**src/rtl/router_fsm_if.sv**
```systemverilog
// rtl/router_fsm_if.sv - router FSM control/status bundle
// Purpose: groups the router FSM's packet, FIFO and register-stage signals.
// Ports (signals):
//   pkt_valid, data_in[1:0]              source byte stream and header address
//   fifo_full, fifo_empty_0..2           FIFO status flags
//   soft_reset_0..2                      per-channel timeout resets
//   parity_done, low_pkt_valid           register-stage status
//   detect_add, lfd_state, ld_state,
//   laf_state, full_state                state indicators
//   write_enb_reg, rst_int_reg, busy     register-stage controls and source stall
// Modports: master = environment side, slave = FSM side.
interface router_fsm_if;
  logic       pkt_valid;
  logic [1:0] data_in;
  logic       fifo_full;
  logic       fifo_empty_0;
  logic       fifo_empty_1;
  logic       fifo_empty_2;
  logic       soft_reset_0;
  logic       soft_reset_1;
  logic       soft_reset_2;
  logic       parity_done;
  logic       low_pkt_valid;
  logic       detect_add;
  logic       lfd_state;
  logic       ld_state;
  logic       laf_state;
  logic       full_state;
  logic       write_enb_reg;
  logic       rst_int_reg;
  logic       busy;

  modport master (
    output pkt_valid, data_in, fifo_full, fifo_empty_0, fifo_empty_1, fifo_empty_2,
           soft_reset_0, soft_reset_1, soft_reset_2, parity_done, low_pkt_valid,
    input  detect_add, lfd_state, ld_state, laf_state, full_state,
           write_enb_reg, rst_int_reg, busy
  );

  modport slave (
    input  pkt_valid, data_in, fifo_full, fifo_empty_0, fifo_empty_1, fifo_empty_2,
           soft_reset_0, soft_reset_1, soft_reset_2, parity_done, low_pkt_valid,
    output detect_add, lfd_state, ld_state, laf_state, full_state,
           write_enb_reg, rst_int_reg, busy
  );
endinterface

```
**src/rtl/router_fsm.sv**
```systemverilog
// rtl/router_fsm.sv - router packet-sequencing FSM
// Purpose: sequences header decode, payload load, FIFO-full stall and parity
// check for a 3-channel router; outputs are registered copies of the state decode.
// Ports:
//   clock   rising-edge clock
//   resetn  synchronous active-low reset
//   bus     router_fsm_if.slave control/status bundle
module router_fsm (
  input  logic         clock,
  input  logic         resetn,
  router_fsm_if.slave  bus
);

  typedef enum logic [2:0] {
    DECODE_ADDRESS     = 3'd0,
    LOAD_FIRST_DATA    = 3'd1,
    LOAD_DATA          = 3'd2,
    FIFO_FULL_STATE    = 3'd3,
    LOAD_AFTER_FULL    = 3'd4,
    LOAD_PARITY        = 3'd5,
    CHECK_PARITY_ERROR = 3'd6,
    WAIT_TILL_EMPTY    = 3'd7
  } state_t;

  state_t     r_state;
  state_t     w_next_state;
  logic [1:0] r_addr;
  logic       w_empty_hdr;
  logic       w_empty_addr;
  logic       w_soft_reset;

  logic r_detect_add, r_lfd_state, r_ld_state, r_laf_state, r_full_state;
  logic r_write_enb_reg, r_rst_int_reg, r_busy;

  // Header decision uses the live address; waiting and soft reset use the latched one.
  always_comb begin
    w_empty_hdr  = 1'b0;
    w_empty_addr = 1'b0;
    w_soft_reset = 1'b0;
    case (bus.data_in)
      2'd0:    w_empty_hdr = bus.fifo_empty_0;
      2'd1:    w_empty_hdr = bus.fifo_empty_1;
      2'd2:    w_empty_hdr = bus.fifo_empty_2;
      default: w_empty_hdr = 1'b0;
    endcase
    case (r_addr)
      2'd0: begin w_empty_addr = bus.fifo_empty_0; w_soft_reset = bus.soft_reset_0; end
      2'd1: begin w_empty_addr = bus.fifo_empty_1; w_soft_reset = bus.soft_reset_1; end
      2'd2: begin w_empty_addr = bus.fifo_empty_2; w_soft_reset = bus.soft_reset_2; end
      default: begin w_empty_addr = 1'b0; w_soft_reset = 1'b0; end
    endcase
  end

  always_comb begin
    w_next_state = DECODE_ADDRESS;
    if (w_soft_reset) begin
      w_next_state = DECODE_ADDRESS;
    end else begin
      case (r_state)
        DECODE_ADDRESS: begin
          if (bus.pkt_valid && bus.data_in != 2'd3)
            w_next_state = w_empty_hdr ? LOAD_FIRST_DATA : WAIT_TILL_EMPTY;
          else
            w_next_state = DECODE_ADDRESS;
        end
        WAIT_TILL_EMPTY:    w_next_state = w_empty_addr ? LOAD_FIRST_DATA : WAIT_TILL_EMPTY;
        LOAD_FIRST_DATA:    w_next_state = LOAD_DATA;
        LOAD_DATA: begin
          if (bus.fifo_full)       w_next_state = FIFO_FULL_STATE;
          else if (!bus.pkt_valid) w_next_state = LOAD_PARITY;
          else                     w_next_state = LOAD_DATA;
        end
        FIFO_FULL_STATE:    w_next_state = bus.fifo_full ? FIFO_FULL_STATE : LOAD_AFTER_FULL;
        LOAD_AFTER_FULL: begin
          if (bus.parity_done)        w_next_state = DECODE_ADDRESS;
          else if (bus.low_pkt_valid) w_next_state = LOAD_PARITY;
          else                        w_next_state = LOAD_DATA;
        end
        LOAD_PARITY:        w_next_state = CHECK_PARITY_ERROR;
        CHECK_PARITY_ERROR: w_next_state = bus.fifo_full ? FIFO_FULL_STATE : DECODE_ADDRESS;
        default:            w_next_state = DECODE_ADDRESS;
      endcase
    end
  end

  // Outputs are registered from the next-state decode so they track r_state exactly.
  always_ff @(posedge clock) begin
    if (!resetn) begin
      r_state         <= DECODE_ADDRESS;
      r_addr          <= 2'd0;
      r_detect_add    <= 1'b1;
      r_lfd_state     <= 1'b0;
      r_ld_state      <= 1'b0;
      r_laf_state     <= 1'b0;
      r_full_state    <= 1'b0;
      r_write_enb_reg <= 1'b0;
      r_rst_int_reg   <= 1'b0;
      r_busy          <= 1'b0;
    end else begin
      r_state <= w_next_state;
      if (r_state == DECODE_ADDRESS && bus.pkt_valid)
        r_addr <= bus.data_in;
      r_detect_add    <= (w_next_state == DECODE_ADDRESS);
      r_lfd_state     <= (w_next_state == LOAD_FIRST_DATA);
      r_ld_state      <= (w_next_state == LOAD_DATA);
      r_laf_state     <= (w_next_state == LOAD_AFTER_FULL);
      r_full_state    <= (w_next_state == FIFO_FULL_STATE);
      r_rst_int_reg   <= (w_next_state == CHECK_PARITY_ERROR);
      r_write_enb_reg <= (w_next_state == LOAD_DATA) || (w_next_state == LOAD_PARITY) ||
                         (w_next_state == LOAD_AFTER_FULL);
      r_busy          <= (w_next_state != DECODE_ADDRESS) && (w_next_state != LOAD_DATA);
    end
  end

  assign bus.detect_add    = r_detect_add;
  assign bus.lfd_state     = r_lfd_state;
  assign bus.ld_state      = r_ld_state;
  assign bus.laf_state     = r_laf_state;
  assign bus.full_state    = r_full_state;
  assign bus.write_enb_reg = r_write_enb_reg;
  assign bus.rst_int_reg   = r_rst_int_reg;
  assign bus.busy          = r_busy;

endmodule

```
**src/flat_wrapper.sv**
```systemverilog
// flat-port wrapper written by rule: the top's interface ports become plain ports
module router_fsm_flat 
  (clock, resetn, bus_pkt_valid, bus_data_in, bus_fifo_full, bus_fifo_empty_0, bus_fifo_empty_1, bus_fifo_empty_2, bus_soft_reset_0, bus_soft_reset_1, bus_soft_reset_2, bus_parity_done, bus_low_pkt_valid, bus_detect_add, bus_lfd_state, bus_ld_state, bus_laf_state, bus_full_state, bus_write_enb_reg, bus_rst_int_reg, bus_busy);
  router_fsm_if bus_i ();
  input  logic clock;
  input  logic resetn;
  input wire logic [$bits(bus_i.pkt_valid)-1:0] bus_pkt_valid;
  input wire logic [$bits(bus_i.data_in)-1:0] bus_data_in;
  input wire logic [$bits(bus_i.fifo_full)-1:0] bus_fifo_full;
  input wire logic [$bits(bus_i.fifo_empty_0)-1:0] bus_fifo_empty_0;
  input wire logic [$bits(bus_i.fifo_empty_1)-1:0] bus_fifo_empty_1;
  input wire logic [$bits(bus_i.fifo_empty_2)-1:0] bus_fifo_empty_2;
  input wire logic [$bits(bus_i.soft_reset_0)-1:0] bus_soft_reset_0;
  input wire logic [$bits(bus_i.soft_reset_1)-1:0] bus_soft_reset_1;
  input wire logic [$bits(bus_i.soft_reset_2)-1:0] bus_soft_reset_2;
  input wire logic [$bits(bus_i.parity_done)-1:0] bus_parity_done;
  input wire logic [$bits(bus_i.low_pkt_valid)-1:0] bus_low_pkt_valid;
  output wire logic [$bits(bus_i.detect_add)-1:0] bus_detect_add;
  output wire logic [$bits(bus_i.lfd_state)-1:0] bus_lfd_state;
  output wire logic [$bits(bus_i.ld_state)-1:0] bus_ld_state;
  output wire logic [$bits(bus_i.laf_state)-1:0] bus_laf_state;
  output wire logic [$bits(bus_i.full_state)-1:0] bus_full_state;
  output wire logic [$bits(bus_i.write_enb_reg)-1:0] bus_write_enb_reg;
  output wire logic [$bits(bus_i.rst_int_reg)-1:0] bus_rst_int_reg;
  output wire logic [$bits(bus_i.busy)-1:0] bus_busy;
  assign bus_i.pkt_valid = bus_pkt_valid;
  assign bus_i.data_in = bus_data_in;
  assign bus_i.fifo_full = bus_fifo_full;
  assign bus_i.fifo_empty_0 = bus_fifo_empty_0;
  assign bus_i.fifo_empty_1 = bus_fifo_empty_1;
  assign bus_i.fifo_empty_2 = bus_fifo_empty_2;
  assign bus_i.soft_reset_0 = bus_soft_reset_0;
  assign bus_i.soft_reset_1 = bus_soft_reset_1;
  assign bus_i.soft_reset_2 = bus_soft_reset_2;
  assign bus_i.parity_done = bus_parity_done;
  assign bus_i.low_pkt_valid = bus_low_pkt_valid;
  assign bus_detect_add = bus_i.detect_add;
  assign bus_lfd_state = bus_i.lfd_state;
  assign bus_ld_state = bus_i.ld_state;
  assign bus_laf_state = bus_i.laf_state;
  assign bus_full_state = bus_i.full_state;
  assign bus_write_enb_reg = bus_i.write_enb_reg;
  assign bus_rst_int_reg = bus_i.rst_int_reg;
  assign bus_busy = bus_i.busy;
  router_fsm u_core (.clock(clock), .resetn(resetn), .bus(bus_i));
endmodule
```
**config.mk**
```make
export PLATFORM = sky130hd
export DESIGN_NAME = router_fsm_flat
export DESIGN_NICKNAME = d
export VERILOG_FILES = /design/src/rtl/router_fsm_if.sv /design/src/rtl/router_fsm.sv /design/src/flat_wrapper.sv
export SDC_FILE = /design/constraint.sdc
export NUM_CORES = 1
export LEC_CHECK = 0
export CORE_UTILIZATION = 47
export CTS_CLUSTER_DIAMETER = 80
export CTS_CLUSTER_SIZE = 14
export DETAILED_ROUTE_END_ITERATION = 7
export PLACE_DENSITY = 0.81
export SLEW_MARGIN = 20
export SYNTH_ARGS = -nofsm -noshare
export SYNTH_HDL_FRONTEND = slang
export SYNTH_SLANG_ARGS = --single-unit
```
**constraint.sdc**
```tcl
create_clock -name clock -period 2.4 [get_ports clock]
set_input_delay 0.48 -clock clock [delete_from_list [all_inputs] [get_ports clock]]
set_output_delay 0.48 -clock clock [all_outputs]
set_load 0.02 [all_outputs]
```
==> flow_summary.toml <==
[setup_path]
critPathCapture = "u_core.bus.detect_add"
r2r_start = "u_core.r_state[1]"
worst-endpoint-required_ns = 2.57
crit_start = "bus_pkt_valid"
arrival_ns = 1.98
worstRegToRegCells = 5
endpoint_kind = "flop"
path_class = "input pin to flop"
r2r-end = "u_core.bus.lfd_state"
critPathLaunchType = "input pin"
r2r_slack_ns = 0.85
path_max_fanout = 8

[final_layout]
antennaDiodeCount = 0
fin_cells = 114
nets = 114
reg_top3 = "u_core.r_state: 3 flops, u_core.r_addr: 2 flops"
largest_reg_flops = 3
layout-drive-gt1-share = 0.1414
area_growth_pct = 35.11
largest_register = "u_core.r_state"

[timing]
worst_slack_ns = 0.5868
period_share = 0.7555
hold_ws_ns = 0.5361
slew_viol_final = 0
setup_viol = 0
finClkSkew_ns = 0.003364
setup_tns_ns = 0
slew-limit-headroom = 0.7217
grt_setup_unrepaired = "false"
worstMarginPinSlew_ns = 0.4175
fin_crit_ns = 1.813
hold_viol = 0
max_freq_ghz = 0.5515

[logic_synthesis]
ys.warnings.count = 0
synth_top_cell_area_share = 0.3824
syn_area_per_cell_um2 = 8.956
synth_fp_nets = 90
yosysTopAreaCell = "dfxtp_1"
synth_cell_types = 35
netlist_instances = 76
syn-cell-area_um2 = 680.7
yosys-top-cells-area = "dfxtp_1 (38%), a21oi_1 (5.9%), mux2i_1 (4.4%)"
yosys_register_bits = 13
ys_seq_area_frac = 0.3824

[floorplan]
die_w_um = 40.06
die-area_um2 = 1604
die_y_um = 40.06
initial_core_util = 0.5166
fp.coreArea_um2 = 1318
num_io_pins = 22
rows = 13

[routing]
dr.pass1.iters = 4
drtAntennaViolNets = 0
viasPerCell = 5.535
dr_total_vias = 631
wl_per_cell_um = 13.27
finalWirelength_mm = 1.513
drt_drc_violations_left = 0
drtIter0Drc = 18

[cts]
hold_buffers = 0
numCtsBuffers = 3
cts.sinks = 13
post_cts.repair.setup_buffers = 0
clk_pin_slew_worst_paths_ns = 0.08
cts_resized = 0
cts_root_buf = "clkbuf_4"
htreeDepth = 1
cts_tree = "yes"
insertion_delay_ns = 0.27
clock_path_buffers = 2

[placed_design]
dp_cells = 110
dp_hpwl_mm = 1.180
place.gp.congestion = 0.8031
port-buffer-count = 21
preCtsSetupSlack_ns = 0.3090

[global_route]
antenna_found_initial = 0
track_usage = 0.2310
overflow = 0
grt_pass1_vias = 556
grt_max_degree = 10
grt_first_pass_wirelength_mm = 2.380

[power_and_ir_drop]
ir_drop_mv = 0.4192
cellPowerDensity_nw_per_um2 = 679.8
power.leakage_uw = 0.0003518

[status]
status = "finished clean"

[hold_path]
hold_path.class = "flop to flop"
hp-start = "u_core.r_addr[1]"

[job]
max_cap_viol_count = 0
stage by stage:
step	utilization	power, uW	area [um^2]
2_1_floorplan	-	418.1	680.7
6_report	0.6980	625.2	919.6
4_1_cts	0.6980	629.7	919.6
3_3_place_gp	0.6781	490.0	893.4
3_5_place_dp	0.6781	494.5	893.4
5_1_grt	0.6980	660.7	919.6
critical path: stages:
cell	delay, ns
clkdlybuf4s50_1	0.55
nor3_1	0.26
o31ai_1	0.10
a211o_2	0.42
a21o_1	0.18
final cells by class:
cell class / count / area [um^2]
clock buffer: 4 / 26.28
fill: 107 / 397.9
inverter: 6 / 22.52
multi-input combinational: 55 / 381.6
sequential: 13 / 260.3
tap: 15 / 18.77
timing repair buffer: 21 / 210.2
synth_stat cells:
cell type and instances:
nand2b_1 1, nor2_4 1, o311ai_4 1, nor2b_1 1, o21ai_0 1, a21boi_1 1, o221ai_1 1, dfxtp_1 13
a311oi_2 1, and2_1 1, nor2_1 4, a211o_2 1, o211ai_2 1, nand3b_1 1, a21oi_1 8, a21oi_2 1
mux2i_1 3, nor2_2 1, o21ai_1 2, a21o_1 1, and2_4 1, buf_2 1, nand2_1 8, nand3_2 1
inv_2 1, nand4b_1 1, o31ai_1 2, nand3_1 3, inv_1 5, or2_1 1, and4bb_1 1, or3_4 1
a211o_1 1, buf_6 1, nor3_1 3
how the worst min path moves through the flow:
stage | endpoint | slack, ns | depth (start not counted)
after floorplan | u_core.r_addr[1] | 0.49 | 2
after global placement | u_core.r_addr[1] | 0.52 | 2
after detailed placement | u_core.r_addr[1] | 0.52 | 2
after CTS | u_core.r_addr[1] | 0.53 | 2
after global routing | u_core.r_addr[1] | 0.58 | 2
final | u_core.r_addr[1] | 0.54 | 2
placed cells by master (no fill, tap or decap), types with 2 or more instances in the layout:
master,netlist,routed
mux2i_1,3,3
o21ai_1,2,2
dfxtp_1,13,13
a21oi_1,8,8
nor2_1,4,4
clkdlybuf4s50_1,0,21
nand2_1,8,8
nand3_1,3,3
o31ai_1,2,2
inv_1,5,5
nor3_1,3,3
clkbuf_4,0,3
report_power, final:
part	switching, uW	total, uW	internal (uW)
logic	119	226	106
registers	26.2	267	241
clock network	68.2	133	64.4
total	214	625	412
per-layer routing:
layer / global-route usage / vias up / share of wire
met5: 0 / - / 0
met4: 0.1293 / 0 / 0.0079
met3: 0.05000 / 2 / 0.065
met2: 0.3669 / 19 / 0.46
met1: 0.2872 / 295 / 0.47
li1: - / 315 / -
logic make-up after synthesis:
kind of cell           Yosys count  synth area share
muxes                            3           0.04412
and+or+nand+nor                 30            0.2592
DFF                             13            0.3824
AOI/OAI and AO/OA               22            0.2574
buffers and inverters            8           0.05697
Power figures use the tool's default switching activity.
